<file path="src/rtl/priority_enc.sv">
// rtl/priority_enc.sv - registered lowest-index-first priority encoder
// Optional PRIORITY_ENC_HOLD_EN: Y holds its last value when no request is present.
module priority_enc #(
  parameter  int N  = 4,
  localparam int YW = $clog2(N)
) (
  input  logic          clk,
  input  logic          rst,
  input  logic [N-1:0]  D,
  output logic [YW-1:0] Y,
  output logic          valid
);

  logic [YW-1:0] enc;
  logic          any;

  // Scan from the lowest-priority bit upward so the lowest set index wins last.
  always_comb begin
    enc = '0;
    any = 1'b0;
    for (int i = N - 1; i >= 0; i--) begin
      if (D[i]) begin
        enc = YW'(N - 1 - i);
        any = 1'b1;
      end
    end
  end

  always_ff @(posedge clk or posedge rst) begin
    if (rst) begin
      Y     <= '0;
      valid <= 1'b0;
    end else begin
      valid <= any;
`ifdef PRIORITY_ENC_HOLD_EN
      if (any) begin
        Y <= enc;
      end
`else
      Y <= enc;
`endif
    end
  end

endmodule

</file>
<file path="config.mk">
export PLATFORM = sky130hd
export DESIGN_NAME = priority_enc
export DESIGN_NICKNAME = d
export VERILOG_FILES = /design/src/rtl/priority_enc.sv
export SDC_FILE = /design/constraint.sdc
export NUM_CORES = 1
export LEC_CHECK = 0
export CAP_MARGIN = 20
export CORE_AREA = 2 2 39 41
export DETAILED_ROUTE_END_ITERATION = 8
export DIE_AREA = 0 0 41 43
export HOLD_SLACK_MARGIN = 0.15
export PLACE_DENSITY = 0.3
export SLEW_MARGIN = 20
export SYNTH_ARGS = -nofsm -noshare
export SYNTH_HDL_FRONTEND = slang
export SYNTH_SLANG_ARGS = --single-unit
</file>
<file path="constraint.sdc">
create_clock -name clk -period 0.8 [get_ports clk]
set_input_delay 0.12 -clock clk [delete_from_list [all_inputs] [get_ports clk]]
set_output_delay 0.12 -clock clk [all_outputs]
set_load 0.03 [all_outputs]
</file>
==> results_tabular.tex <==
\begin{tabular}{lr}
\hline
Metric & Value \\
\hline
\multicolumn{2}{l}{\textbf{Global routing}} \\
\quad Overflow left after global routing & 0 \\
\quad Wire length of the first global-routing pass & 365 µm \\
\quad Global-route usage over all layers & 3.83\% \\
\quad Maximum number of pins on one net before global-route repair & 4 \\
\quad Via count of the first global-routing pass & 119 \\
\quad Initial antenna violation count & 0 \\
\multicolumn{2}{l}{\textbf{Synth}} \\
\quad Unique masters post-synth & 5 \\
\quad Synthesized net count & 14 \\
\quad Leading cell types by count after synthesis & sky130\_fd\_sc\_hd\_\_dfrtp\_1 (3), sky130\_fd\_sc\_hd\_\_inv\_1 (2), sky130\_fd\_sc\_hd\_\_a21o\_1 (1), sky130\_fd\_sc\_hd\_\_or2\_1 (1), sky130\_fd\_sc\_hd\_\_or3\_1 (1) \\
\quad Number of enable flip-flop cells after synthesis & 0 \\
\quad Top-area cell type share of the netlist area & 73.2\% \\
\quad Synthesized area per cell & 12.8 µm² \\
\quad Top\_reg\_cell synth & sky130\_fd\_sc\_hd\_\_dfrtp\_1 \\
\quad Flop and latch count out of synthesis & 3 \\
\quad Post-Synthesis Cell Area & 103 µm² \\
\quad Async set-reset flop share out of synthesis & 100\% \\
\quad Register area share after synthesis & 73.2\% \\
\quad Cell types with the largest area share after synthesis & sky130\_fd\_sc\_hd\_\_dfrtp\_1 (73\%), sky130\_fd\_sc\_hd\_\_a21o\_1 (7.3\%), sky130\_fd\_sc\_hd\_\_inv\_1 (7.3\%) \\
\quad Most frequent cell after synthesis & sky130\_fd\_sc\_hd\_\_dfrtp\_1 \\
\quad Most area-hungry cell type in the Yosys netlist & sky130\_fd\_sc\_hd\_\_dfrtp\_1 \\
\quad Post-synthesis cell count & 8 \\
\quad Number of warnings issued by yosys & 0 \\
\multicolumn{2}{l}{\textbf{Timing}} \\
\quad Fin crit share & 107\% \\
\quad Maximum clock rate & 1160 MHz \\
\quad Count of endpoints failing setup in the final report & 3 \\
\quad Final Hold Vio Count & 0 \\
\quad Pins Over Slew Limit & 0 \\
\quad Post-route worst setup slack & -0.0585 ns \\
\quad Final period demand of the worst path & 0.858 ns \\
\quad Worst hold margin & 0.128 ns \\
\quad Unrepaired setup endpoints after global routing & yes \\
\quad Max transition margin & 94.6\% \\
\quad Transition time at the pin with the least slew margin & 0.0810 ns \\
\multicolumn{2}{l}{\textbf{Min path}} \\
\quad Hold Crit Class & input pin to flop \\
\quad Cell count of the worst hold path & 2 \\
\multicolumn{2}{l}{\textbf{Power and ir drop}} \\
\quad Part of the total power dissipated in the clock network & 53.6\% \\
\quad Sequential fraction of design power & 33.1\% \\
\quad Internal Power & 0.000384 W \\
\quad Net switching share of the total power & 22.1\% \\
\quad Power density of the placed cells & 2030 mW/mm² \\
\quad Logic pwr share & 13.3\% \\
\quad Maximum ir drop on the vdd rail & 367 µV \\
\quad Leak Pwr & 0.117 nW \\
\quad NetSw & 0.000109 W \\
\multicolumn{2}{l}{\textbf{Setup path}} \\
\quad Slowest stage cell, crit path & sky130\_fd\_sc\_hd\_\_dfrtp\_1 \\
\quad Worst path top cell family by delay & flip-flops \\
\quad Cell-by-cell listing of the critical path & buf\_6 \\
\quad Required time of the critical path & 0.68 ns \\
\quad Crit path arrival time & 0.74 ns \\
\quad Longest individual stage delay on the worst path & 0.37 ns \\
\quad CP bufs+invs & 1 \\
\quad Setup crit end kind & primary output \\
\quad WP depth & 1 \\
\quad Setup Crit Path Kind & flop to primary output \\
\quad Maximum fanout along the worst path & 1 \\
\quad Nature of the critical path startpoint & flop \\
\multicolumn{2}{l}{\textbf{Floorplan}} \\
\quad Die Width & 41 µm \\
\quad Die height & 43 µm \\
\quad Starting utilization of the core area & 7.41\% \\
\quad Die outline area & 0.00176 mm² \\
\quad Placeable core region & 0.00138 mm² \\
\quad Row count & 14 \\
\quad Number of I/O pins & 9 \\
\multicolumn{2}{l}{\textbf{Clock tree}} \\
\quad Clock buffer count from CTS & 3 \\
\quad TritonCTS clock tree & done \\
\quad Clock tree root buffer cell & sky130\_fd\_sc\_hd\_\_clkbuf\_4 \\
\quad Deepest level of the CTS H-tree & 1 \\
\quad Clock edge transition at the registers on the reported setup and hold paths & 0.04 ns \\
\quad Clk sink count & 3 \\
\quad Number of buffers between clock root and the deepest sink & 2 \\
\multicolumn{2}{l}{\textbf{Route}} \\
\quad Total via count after detailed routing & 99 \\
\quad Pre-antenna DRT Iters & 1 \\
\quad Via count normalized by instance count & 2.68 \\
\quad Count of nets left with antenna violations after detail routing & 0 \\
\quad Number of DRC violations after detailed-routing iteration 0 & 0 \\
\quad Routed wirelength normalized by instance count & 6.84 µm \\
\quad Sum of routed wire length over all layers & 253 µm \\
\quad Final routed DRC violation total & 0 \\
\multicolumn{2}{l}{\textbf{Status}} \\
\quad Violated checks & setup timing \\
\quad Run status & complete, but fails checks \\
\multicolumn{2}{l}{\textbf{Cells and area}} \\
\quad Share of cells above drive strength 1 & 33.3\% \\
\quad Antenna diode count & 0 \\
\quad Post-layout instance area & 243 µm² \\
\quad Fillers & 155 \\
\quad Area Overhead vs Synth & 137\% \\
\quad Net count reported at finish & 28 \\
\multicolumn{2}{l}{\textbf{Placement}} \\
\quad Cell area after placement & 195 µm² \\
\quad PortBufs & 8 \\
\quad GP Congestion & 0.526 \\
\multicolumn{2}{l}{\textbf{Flow run}} \\
\quad Max Cap Viol & 0 \\
\hline
\end{tabular}
[final timing paths]
path | start | end
worst max-delay path | valid | valid
max in group asynchronous | rst | Y[1]
worst min-delay path | D[2] | valid
min in group asynchronous | rst | Y[0]
[cell usage in the layout, fill, tap and decap left out]
| cell type | instances |
|---|---|
| sky130_fd_sc_hd__clkdlybuf4s50_1 | 2 |
| sky130_fd_sc_hd__dlymetal6s2s_1 | 1 |
| sky130_fd_sc_hd__or2_1 | 1 |
| sky130_fd_sc_hd__dlygate4sd2_1 | 2 |
| sky130_fd_sc_hd__dlygate4sd3_1 | 1 |
| sky130_fd_sc_hd__buf_6 | 3 |
| sky130_fd_sc_hd__clkbuf_1 | 1 |
| sky130_fd_sc_hd__inv_2 | 1 |
| sky130_fd_sc_hd__or3_1 | 1 |
| sky130_fd_sc_hd__dfrtp_1 | 3 |
| sky130_fd_sc_hd__a21o_1 | 1 |
| sky130_fd_sc_hd__clkbuf_4 | 3 |
| sky130_fd_sc_hd__inv_1 | 1 |
[power by group through the flow]
stage           logic [W]  clock network [W]  registers (W)
3_3_place_gp    0.0000610                  0       0.000164
2_1_floorplan  0.00000873                  0       0.000178
5_1_grt         0.0000716           0.000281       0.000164
6_report        0.0000658           0.000264       0.000163
3_5_place_dp    0.0000614                  0       0.000164
4_1_cts         0.0000664           0.000282       0.000164
[area by class of cell]
class,count,area [µm²],share of cell area [%]
Clock buffer,4,26.3,10.8
Inverter,2,7.51,3.09
Multi-Input combinational cell,3,20.0,8.25
Sequential cell,3,75.1,30.9
Tap cell,16,20.0,8.25
Timing Repair Buffer,9,93.8,38.7
[repair_timing]
action / CTS / global route
pin swaps: 1 / 0
hold buffers: 1 / 0
hold endpoints to repair: 3 / 0
resized for setup: 5 / 2
cloned: 0 / 0
endpoints found under the setup margin: 4 / 7
setup buffers: 0 / 0
[metal layers]
layer / vias up / part of all wire, % / track usage [%]
met5: - / 0 / 0
met4: 0 / 0 / 6.00
met3: 0 / 18 / 3.14
met2: 9 / 42 / 4.06
met1: 41 / 40 / 3.26
li1: 49 / - / -
[cell families (layout without fill, tap and decap cells)]
family | Yosys count | count (layout) | synth area share (%)
AO/OA/AOI/OAI | 1 | 1 | 7.32
buffers and inverters | 2 | 15 | 7.32
flip-flops | 3 | 3 | 73.2
AND/OR/NAND/NOR | 2 | 2 | 12.2
[sequential cells by signal, summed over array words and instances (netlist names)]
register and flops:
Y 2, valid 1
[stage by stage]
stage,TNS [ns],std cells,power (W),worst slack (ns),util [%]
final,-0.168,37,0.000494,-0.0585,17.5
after global routing,-0.229,37,0.000516,-0.0817,17.5
after CTS,-0.215,37,0.000511,-0.0729,17.4
after detailed placement,-0.624,32,0.000225,-0.404,14.1
after global placement,-0.588,32,0.000225,-0.393,14.1
after floorplan,0,8,0.000187,0.0460,-
No activity file was read; power rests on OpenSTA's default activity.
